<file path="config.mk">
export PLATFORM = sky130hd
export DESIGN_NAME = dvsd_mul_pipe
export DESIGN_NICKNAME = d
export VERILOG_FILES = /design/src/rtl/dvsd_mul_pipe.sv
export SDC_FILE = /design/constraint.sdc
export NUM_CORES = 1
export LEC_CHECK = 0
export CORE_ASPECT_RATIO = 0.9
export CORE_MARGIN = 2
export CORE_UTILIZATION = 40
export DETAILED_ROUTE_END_ITERATION = 10
export PLACE_DENSITY = 0.64
export RECOVER_POWER = 50
export SYNTH_ARGS = -nofsm -noshare
export SYNTH_HDL_FRONTEND = slang
export SYNTH_SLANG_ARGS = --single-unit
</file>
<file path="constraint.sdc">
create_clock -name clock -period 5.3 [get_ports clock]
set_input_delay 1.59 -clock clock [delete_from_list [all_inputs] [get_ports clock]]
set_output_delay 1.59 -clock clock [all_outputs]
set_load 0.02 [all_outputs]
</file>
<file path="src/rtl/dvsd_mul_pipe.sv">
// Pipelined WIDTH x WIDTH multiplier: partial-product rows are split across STAGES valid/ready stages.
// Optional DVSD_MUL_SIGNED_EN adds the sgn port to select a two's-complement product.
module dvsd_mul_pipe #(
    parameter int WIDTH  = 8,
    parameter int STAGES = 2
) (
    input  logic               clock,
    input  logic               reset,
    input  logic               in_valid,
    output logic               in_ready,
    input  logic [WIDTH-1:0]   a,
    input  logic [WIDTH-1:0]   b,
    output logic               out_valid,
    input  logic               out_ready,
    output logic [2*WIDTH-1:0] m,
`ifdef DVSD_MUL_SIGNED_EN
    input  logic               sgn,
`endif
    output logic               busy
);

    localparam int PW  = 2 * WIDTH;
    localparam int RPS = (WIDTH + STAGES - 1) / STAGES;

    logic              w_advance;
    logic              w_take;
    logic              w_sgn;
    logic [PW-1:0]     w_aext;
    logic [STAGES-1:0] w_vin;
    logic [STAGES-1:0] w_sin;
    logic [PW-1:0]     w_accin [STAGES];
    logic [PW-1:0]     w_ain   [STAGES];
    logic [WIDTH-1:0]  w_bin   [STAGES];
    logic [STAGES-1:0] w_vq;
    logic [PW-1:0]     w_accq  [STAGES];

`ifdef DVSD_MUL_SIGNED_EN
    assign w_sgn = sgn;
`else
    assign w_sgn = 1'b0;
`endif

    // Signed mode: sign-extend a and give the top b row negative weight.
    function automatic logic [PW-1:0] rows_sum(
        input logic [PW-1:0]    a_ext,
        input logic [WIDTH-1:0] b_op,
        input logic             s_op,
        input int               lo,
        input int               hi
    );
        logic [PW-1:0] acc;
        acc = '0;
        for (int i = 0; i < WIDTH; i++) begin
            if (i >= lo && i < hi && b_op[i]) begin
                if (s_op && i == WIDTH - 1)
                    acc = acc - (a_ext << i);
                else
                    acc = acc + (a_ext << i);
            end
        end
        return acc;
    endfunction

    assign w_aext    = w_sgn ? {{WIDTH{a[WIDTH-1]}}, a} : {{WIDTH{1'b0}}, a};
    assign w_advance = !out_valid || out_ready;
    assign in_ready  = !reset && w_advance;
    assign w_take    = in_valid && in_ready;

    assign w_vin[0]   = w_take;
    assign w_accin[0] = '0;
    assign w_ain[0]   = w_aext;
    assign w_bin[0]   = b;
    assign w_sin[0]   = w_sgn;

    for (genvar s = 0; s < STAGES; s++) begin : g_stage
        logic          r_vld;
        logic [PW-1:0] r_acc;

        // Payload loads only with a valid entry so m holds its last product across bubbles.
        always_ff @(posedge clock) begin
            if (reset) begin
                r_vld <= 1'b0;
                r_acc <= '0;
            end else if (w_advance) begin
                r_vld <= w_vin[s];
                if (w_vin[s])
                    r_acc <= w_accin[s] + rows_sum(w_ain[s], w_bin[s], w_sin[s], s * RPS, (s + 1) * RPS);
            end
        end

        assign w_vq[s]   = r_vld;
        assign w_accq[s] = r_acc;

        if (s < STAGES - 1) begin : g_fwd
            logic [PW-1:0]    r_a;
            logic [WIDTH-1:0] r_b;
            logic             r_sgn;

            always_ff @(posedge clock) begin
                if (reset) begin
                    r_a   <= '0;
                    r_b   <= '0;
                    r_sgn <= 1'b0;
                end else if (w_advance && w_vin[s]) begin
                    r_a   <= w_ain[s];
                    r_b   <= w_bin[s];
                    r_sgn <= w_sin[s];
                end
            end

            assign w_vin[s+1]   = r_vld;
            assign w_accin[s+1] = r_acc;
            assign w_ain[s+1]   = r_a;
            assign w_bin[s+1]   = r_b;
            assign w_sin[s+1]   = r_sgn;
        end
    end

    assign out_valid = w_vq[STAGES-1];
    assign m         = w_accq[STAGES-1];
    assign busy      = |w_vq;

endmodule
</file>
; Yosys cells after proc, flatten, opt, wreduce, memory -nomap -nowiden
; Index checks and enable logic that the tools add are counted.
[word_totals]
ff_bits = 50
output_inout_bits = 19
[classes]
n_reduce_logical = 9
n_addsub = 7
mux = 29
[ops]
columns = cell, count
row1 = two-way mux 16 bit, 27
row2 = adder 16 x 10 -> 16 bit, 1
row3 = adder 16 x 11 -> 16 bit, 1
row4 = adder 16 x 13 -> 16 bit, 1
row5 = adder 16 x 14 -> 16 bit, 1
row6 = adder 16 x 15 -> 16 bit, 1
row7 = adder 16 bit, 1
row8 = adder 16 x 9 -> 16 bit, 1
row9 = two-way mux 12 bit, 1
row10 = two-way mux 8 bit, 1
row11 = AND reduction 2 bit, 2
row12 = logical AND 1 bit, 3
row13 = logical NOT 1 bit, 2
row14 = OR reduction 2 bit, 1
row15 = logical OR 1 bit, 1

; Depth between registers and ports, before layout
[depth]
depth_word = 20
ltp_mapped = 30
depth_no_buf = 29

; Worst setup path after synthesis
; No wires, ideal clock.
[synth_timing]
path_type = input to register
start = input port b[0]
end = register g_stage[0].r_acc[11]
arrival_time_ns = 5.160
path_stages = 20
t_required_ns = 5.168
n_path_buf = 0
setup_ns = 0.132
path_slack_ns = 0.007
path_cell_list = and2_1 ha_1 fa_1 a21o_1 a21oi_1 o21bai_1 a21oi_1 xnor2_1 mux2_2 ha_1 o21a_1 o31ai_1 a21boi_1 mux2_2 ha_1 a21oi_1 nor2b_1 o21a_1 o211ai_1 a21oi_1
[synth_via]
elab_chain_len = 16
[synth_lines]
columns = item, line_no
row1 = from (decl), 12  ; input logic [WIDTH-1:0] b,
row2 = two-way mux 8 bit (*), 54  ; if (i >= lo && i < hi && b_op[i]) begin
row3 = two-way mux 16 bit (*), 86  ; if (w_vin[s])
row4 = two-way mux 16 bit (*), 84  ; end else if (w_advance) begin
row5 = two-way mux 16 bit (*), 81  ; if (reset) begin
row6 = adder 16 x 9 -> 16 bit, 58  ; acc = acc + (a_ext << i);
row7 = two-way mux 16 bit (*), 54
row8 = two-way mux 16 bit (*), 86
row9 = two-way mux 16 bit (*), 84
row10 = two-way mux 16 bit (*), 81
row11 = adder 16 x 10 -> 16 bit, 58
row12 = two-way mux 16 bit (*), 54
row13 = two-way mux 16 bit (*), 86
row14 = two-way mux 16 bit (*), 84
row15 = two-way mux 16 bit (*), 81
row16 = adder 16 x 11 -> 16 bit, 58
row17 = two-way mux 16 bit (*), 54
row18 = to (signal assigned), 87  ; r_acc <= w_accin[s] + rows_sum(w_ain[s], w_bin[s], w_sin[s], s * RPS, (s + 1) * RPS);
row19 = to (decl), 77  ; logic [PW-1:0] r_acc;
; Every way passes the cells marked *; elsewhere a longest branch is shown, timed or not. The select of a mux whose other input is x is not followed.
; A chain may end at the register's enable or synchronous reset.

; Worst setup path after layout
[layout_timing]
start = input port b[0]
end = register g_stage[0].r_acc[10]
; Same word-level chain as after synthesis.

==> results_dict.tcl <==
set metrics [dict create \
    status "finished clean" \
    setup_viol 0 \
    cp_data_required_time_ns 5.40 \
    yosysMostFrequentCell "nand2_1" \
    power_density_nw_per_um2 205 \
    worstPathArrival_ns 5.24 \
    syn-cell-area_um2 4530 \
    portBuffers 38 \
    fin_nets 774 \
    end_kind "flop" \
    synthCells 576 \
    layout-drive-gt1-share 0.286 \
    via_per_inst 5.25 \
    start_util 0.414 \
    clock_power_share 0.229 \
    multi_input_comb_area_um2 3780 \
    cts_tree "yes" \
    cts_max_level 2 \
    groute.usage.overall 0.195 \
    grt_max_degree 44 \
    routedWlPerCell_um 14.1 \
    power_switching_uw 434 \
    async_reset_ff_frac 0 \
    period_share 0.970 \
    tns_ns 0 \
    placed_area_um2 5570 \
    drt_iter0_drc 201 \
    drc 0 \
    first_pass_iters 4 \
    yosys_warnings 0 \
    hold_viol_final 0 \
    via_count 4439 \
    grt_pass1_wl_um 19800 \
    seqCellArea_um2 842 \
    num_antenna_cells 0 \
    synth_top_area_cell "dfxtp_1" \
    antenna_left 0 \
    worstMarginPinSlew_ns 1.27 \
    yosys.area.top_type_share 0.185 \
    drt_wl_total_um 11900 \
    io_pins 39 \
    crit_path_start_kind "input port" \
    min_period_ns 5.14 \
    clk_pin_slew_worst_paths_ns 0.06 \
    antenna_found_initial 0 \
    numCtsBuffers 5 \
    vdd.ir_drop.worst_mv 0.137 \
    die_y_um 105 \
    synth_sequential_area_ratio 0.185 \
    synth.avg_cell_area_um2 7.87 \
    fp.dieW_um 116 \
    clock-sinks 42 \
    synth_ff_type "dfxtp_1" \
    path_class "in -> reg" \
    die_area_um2 12200 \
    worstPathMaxFanout 4 \
    syn_nets 657 \
    fill_cells 995 \
    cts_hold_buf 0 \
    first_global_vias 4277 \
    synthTopCellsByCount "nand2_1 (86), ha_1 (54), a21oi_1 (45), dfxtp_1 (42), nor2_1 (38)" \
    area_growth_pct 35.6 \
    p_comb_frac 0.486 \
    ys_types 65 \
    switching_share 0.343 \
    cts_buffer_depth 2 \
    hpwl_um 9050 \
    p_leak_nw 2.85 \
    fin_area_um2 6150 \
    fmax_ghz 0.195 \
    core_um2 10900 \
    p_int_uw 829 \
    power.share.sequential 0.285 \
    clk_latency_ns 0.28 \
    cap_viol_max_count 0 \
    skew_ns 0.00444 \
    synthTopCellsByArea "dfxtp_1 (19%), ha_1 (15%), nand2_1 (7.1%), a21oi_1 (5.0%), xnor2_1 (4.2%)" \
    synth-edff-count 0 \
    grt_overflow 0 \
    min_path_type "reg -> reg" \
    max_slew_margin 0.156 \
    drv_slew 0 \
    ys_ff_latch 42 \
    routabilityCongestion 0.889 \
    clock-root-buffer "clkbuf_16" \
    num_rows 36 \
]
==> final timing paths <==
check | from | end | slack, ns | cells past startpoint
hold reg to reg | m[10] | m[10] | 0.45 | 2
setup / recovery | b[0] | g_stage[0].r_acc[10] | 0.16 | 20
setup reg to reg | g_stage[0].g_fwd.r_b[4] | m[15] | 0.33 | 24
hold / removal | m[10] | m[10] | 0.45 | 2
==> sequential cells by signal, summed over array words and instances, names as in the netlist <==
signal,cells
g_stage.g_fwd.r_a,8
g_stage.g_fwd.r_b,4
g_stage.r_acc,12
g_stage.r_vld,1
m,16
out_valid,1
==> critical path: stages <==
cell	delay (ns)
clkbuf_2	0.12
and2_4	0.18
ha_4	0.16
fa_2	0.52
nand2_1	0.06
o21ai_2	0.08
ha_2	0.20
inv_1	0.06
fa_2	0.36
xnor2_1	0.15
mux2_2	0.31
ha_1	0.29
a21o_1	0.18
a21oi_2	0.16
o21bai_1	0.11
a21oi_2	0.23
o21ai_2	0.10
xor2_1	0.16
mux2i_1	0.13
a211oi_1	0.09
==> cells in the final DEF, fill, tap and decap left out, types with 7 or more instances in the layout <==
cell type        synthesis  layout
nand3b_1                10      10
o211ai_1                 9       9
mux2_2                  11       8
a21oi_2                  5      13
and2_1                  11       7
nor2_1                  38      37
nor3_1                  11       9
xor2_1                  12      11
o21a_1                  12      12
o21ai_1                 14      10
a211oi_1                14      11
a21oi_1                 45      35
o21ai_2                  0       9
clkdlybuf4s50_1          0      13
dfxtp_1                 42      41
nand2b_1                10      10
buf_4                    1      95
xnor2_1                 22      22
o21ai_0                 16      11
dlygate4sd3_1            0      20
inv_1                   28      25
nand2_1                 86      84
nand3_1                  8       8
mux2i_1                  8       8
nor2b_1                  9       7
a21o_1                  17      17
ha_1                    54      39
ha_4                     0      11
==> kinds of logic after synthesis <==
logic type      count (synthesis)  share of synthesized area
xor+xnor                       34                     0.0657
compound gates                170                      0.252
buf+inv                        52                     0.0615
fa+ha+maj                      61                      0.180
flops                          42                      0.185
mux                            21                     0.0516
simple gates                  196                      0.204
==> area by class of cell <==
cell class,count,area share
Clock buffer,5,0.0204
Inverter,29,0.0177
Sequential cell,42,0.137
Clock inverter,2,0.00163
Timing Repair Buffer,133,0.177
Multi-Input combinational cell,482,0.615
Tap cell,152,0.0309
==> per-layer routing <==
layer | part of all wire | wire [µm] | track usage
met1 | 0.47 | 5610 | 0.258
met2 | 0.50 | 5940 | 0.344
met3 | 0.019 | 231 | 0.0186
met4 | 0.012 | 144 | 0.0374
met5 | 0 | 0 | 0
==> power groups by stage <==
stage	registers [mW]	clock network [mW]	logic, mW
after CTS	0.359	0.295	0.561
after detailed placement	0.366	0	0.524
after global routing	0.363	0.311	0.676
after global placement	0.365	0	0.509
final	0.360	0.289	0.614
after floorplan	0.365	0	0.333
==> what timing repair did <==
action,4_1_cts,5_1_grt
buffers inserted,3,7
gates resized for setup,33,56
pin swaps,17,37
endpoints found under the setup margin,5,10
cloned,0,0
==> through the flow <==
stage / instances / hold slack (ns) / util / worst slack [ns] / total power [mW]
global route: 845 / 0.477 / 0.562 / -0.0166 / 1.35
finish: 845 / 0.450 / 0.562 / 0.160 / 1.26
detailed placement: 828 / 0.447 / 0.509 / -0.750 / 0.890
global placement: 828 / 0.443 / 0.509 / -0.644 / 0.875
CTS: 838 / 0.455 / 0.537 / 0.0320 / 1.21
floorplan: 576 / 0.432 / - / 0.00733 / 0.697
Note: power is estimated with default switching activity, not from simulation.
==> variant, RTL diff (config.mk and constraints unchanged) <==
Add a define of `DVSD_MUL_SIGNED_EN`.
--- a/src/rtl/dvsd_mul_pipe.sv
+++ b/src/rtl/dvsd_mul_pipe.sv
@@ -1,5 +1,7 @@
 // Pipelined WIDTH x WIDTH multiplier: partial-product rows are split across STAGES valid/ready stages.
 // Optional DVSD_MUL_SIGNED_EN adds the sgn port to select a two's-complement product.
+`define DVSD_MUL_SIGNED_EN
+
 module dvsd_mul_pipe #(
     parameter int WIDTH  = 8,
     parameter int STAGES = 2
Ports: changed (added sgn); port bits go from 39 to 40. The function was not compared with the original's and may differ.
==> variant against the unedited design <==
- the run now ends with capacitance limit, slew limit, setup timing left
- worst setup slack worse by 0.88 ns
- design area up 53%
- critical path type unchanged
- sequential cell count up 6
- clock skew up 0.0015 ns
- wire length up 70%
- global-route usage up 5.9 points
- area after synthesis up 26%
- power up 70%
==> variant: results (changes against the unedited design) <==
- Worst IR drop on VDD: 0.191 mV (+40%)
- Final wirelength: 20.2 mm (+70%)
- Routed len/inst: 16.2 µm (+15%)
- Largest net degree at the start of global routing: 35 (-20%)
- Post-route clock skew: 0.00590 ns (+0.00146 ns)
- Outcome: complete, but fails checks
- Max-Cap Viols: 1 (+1)
- Ratio of cells with drive above 1 in the final layout: 43.3% (+15 points)
- Sequential area share after synthesis: 16.8% (-1.7 points)
- Leakage: 4.43 nW (+56%)
- Critical Path Slowest Stage Cell: or3_4
- First-pass GRT wire length: 31.9 mm (+61%)
- Initial antenna violation count: 0 (unchanged)
- M2 GR Usage: 43.6% (+9.2 points)
- Total GRT Usage: 25.5% (+5.9 points)
- Net Sw Power: 0.789 mW (+82%)
- Syn_nets: 867 (+32%)
- Dpl ws: -1.38 ns (-0.628 ns)
- Placer Congestion: 0.909 (+2.2%)
- R2r worst-path depth: 32 (+33%)
- Failing checks: capacitance limit, slew limit, setup timing
- Reg2reg setup slack: -0.33 ns (-0.66 ns)
- Post-CTS Setup Repair Bufs: 78 (+75)
- Post-synth top cells: nand2_1 (102), a21oi_1 (85), ha_1 (69)
- Async S/R FF share, synth: 0% (unchanged)
- Cells after DPL: 1,161 (+40%)
- Number of port buffers: 39 (+2.6%)
- Post-cts sizing count: 120 (+260%)
- Grt met1 use: 34.5% (+8.7 points)
- Vias in the first global route: 6,586 (+54%)
- CP endpoint: g_stage[0].r_acc[15]$_SDFFE_PP0P_
- Largest cells by area after synthesis: dfxtp_1 (17%), ha_1 (15%), a21oi_1 (7.4%)
- R2r endpoint: m[15]$_SDFFE_PP0P_
- Post-Syn Area per Cell: 7.42 µm² (-5.7%)
- Clock tree buffer depth: 2 (unchanged)
- Slew headroom: -13.6% (-29 points)
- Grt met3 use: 2.92% (+1.1 points)
- Initial DRC Count: 374 (+86%)
- Slew Viols, Final: 35 (+35)
- Min-delay src: m[4]$_SDFFE_PP0P_
- CTS buffer count: 5 (unchanged)
- DP HPWL: 13.1 mm (+45%)
- Critical Path Fanout Max: 4 (unchanged)
- CP arrival: 6.19 ns (+0.95 ns)
- CP top delay family: compound AO/OA/AOI/OAI gates
- WHS Endpoint: m[4]$_SDFFE_PP0P_
- Clock root buffer: clkbuf_16
- Peak per-stage delay on the critical path: 0.38 ns (-0.14 ns)
- Worst Setup SP: b[0]
- Vias per cell: 5.39 (+2.6%)
- Reg clk slew, reported paths: 0.06 ns (about the same)
- 1st-pass router iterations: 5 (+1)
- Setup violators final: 9 (+9)
- Antenna Cells: 0 (unchanged)
- Setup WS post-layout: -0.722 ns (-0.882 ns)
==> variant: cell count changes after synthesis, sizes merged, moves of 7 or more <==
| cell | delta |
|---|---|
| nand2 | +15 |
| o21ai | +8 |
| clkbuf | +8 |
| xnor2 | +17 |
| ha | +15 |
| nand3 | +17 |
| a211oi | -7 |
| nor2 | +12 |
| inv | +18 |
| and3 | +7 |
| a21oi | +38 |
==> variant: power by group through the flow <==
stage | sequential (mW) | clock [mW] | combinational, mW
6_report | 0.414 | 0.390 | 1.34
5_1_grt | 0.417 | 0.406 | 1.44
4_1_cts | 0.413 | 0.391 | 1.19
3_5_place_dp | 0.420 | 0 | 1.01
3_3_place_gp | 0.420 | 0 | 0.993
2_1_floorplan | 0.425 | 0 | 0.600
==> variant: stage by stage <==
stage | setup TNS (ns) | cell area [µm²] | hold WS (ns)
after floorplan | -2.11 | 5930 | 0.432
after global placement | -8.21 | 7830 | 0.441
after detailed placement | -9.04 | 7830 | 0.449
after CTS | -2.57 | 9040 | 0.459
after global routing | -6.20 | 9420 | 0.482
final | -4.01 | 9420 | 0.456
==> variant: kinds of logic after synthesis <==
family	count (synthesis)	share of synthesized area, %
simple gates	259	21.3
compound gates	225	25.4
buf+inv	79	5.45
fa+ha+maj	76	17.6
xor+xnor	57	8.73
flops	48	16.8
mux	26	4.82
==> variant: metal layers <==
layer / share of wire, % / vias to the layer above
met5: 0 / -
met4: 2.3 / 0
met3: 3.8 / 42
met2: 48 / 177
met1: 46 / 3208
li1: - / 3304
==> variant: cell type report <==
type                            instances  area (µm²)
Inverter                               47         179
Clock inverter                          1        30.0
Fill cell                            1076        4580
Timing Repair Buffer                  310        2470
Tap cell                              193         241
Multi-Input combinational cell        643        5380
Sequential cell                        48         963
Clock buffer                            7         153
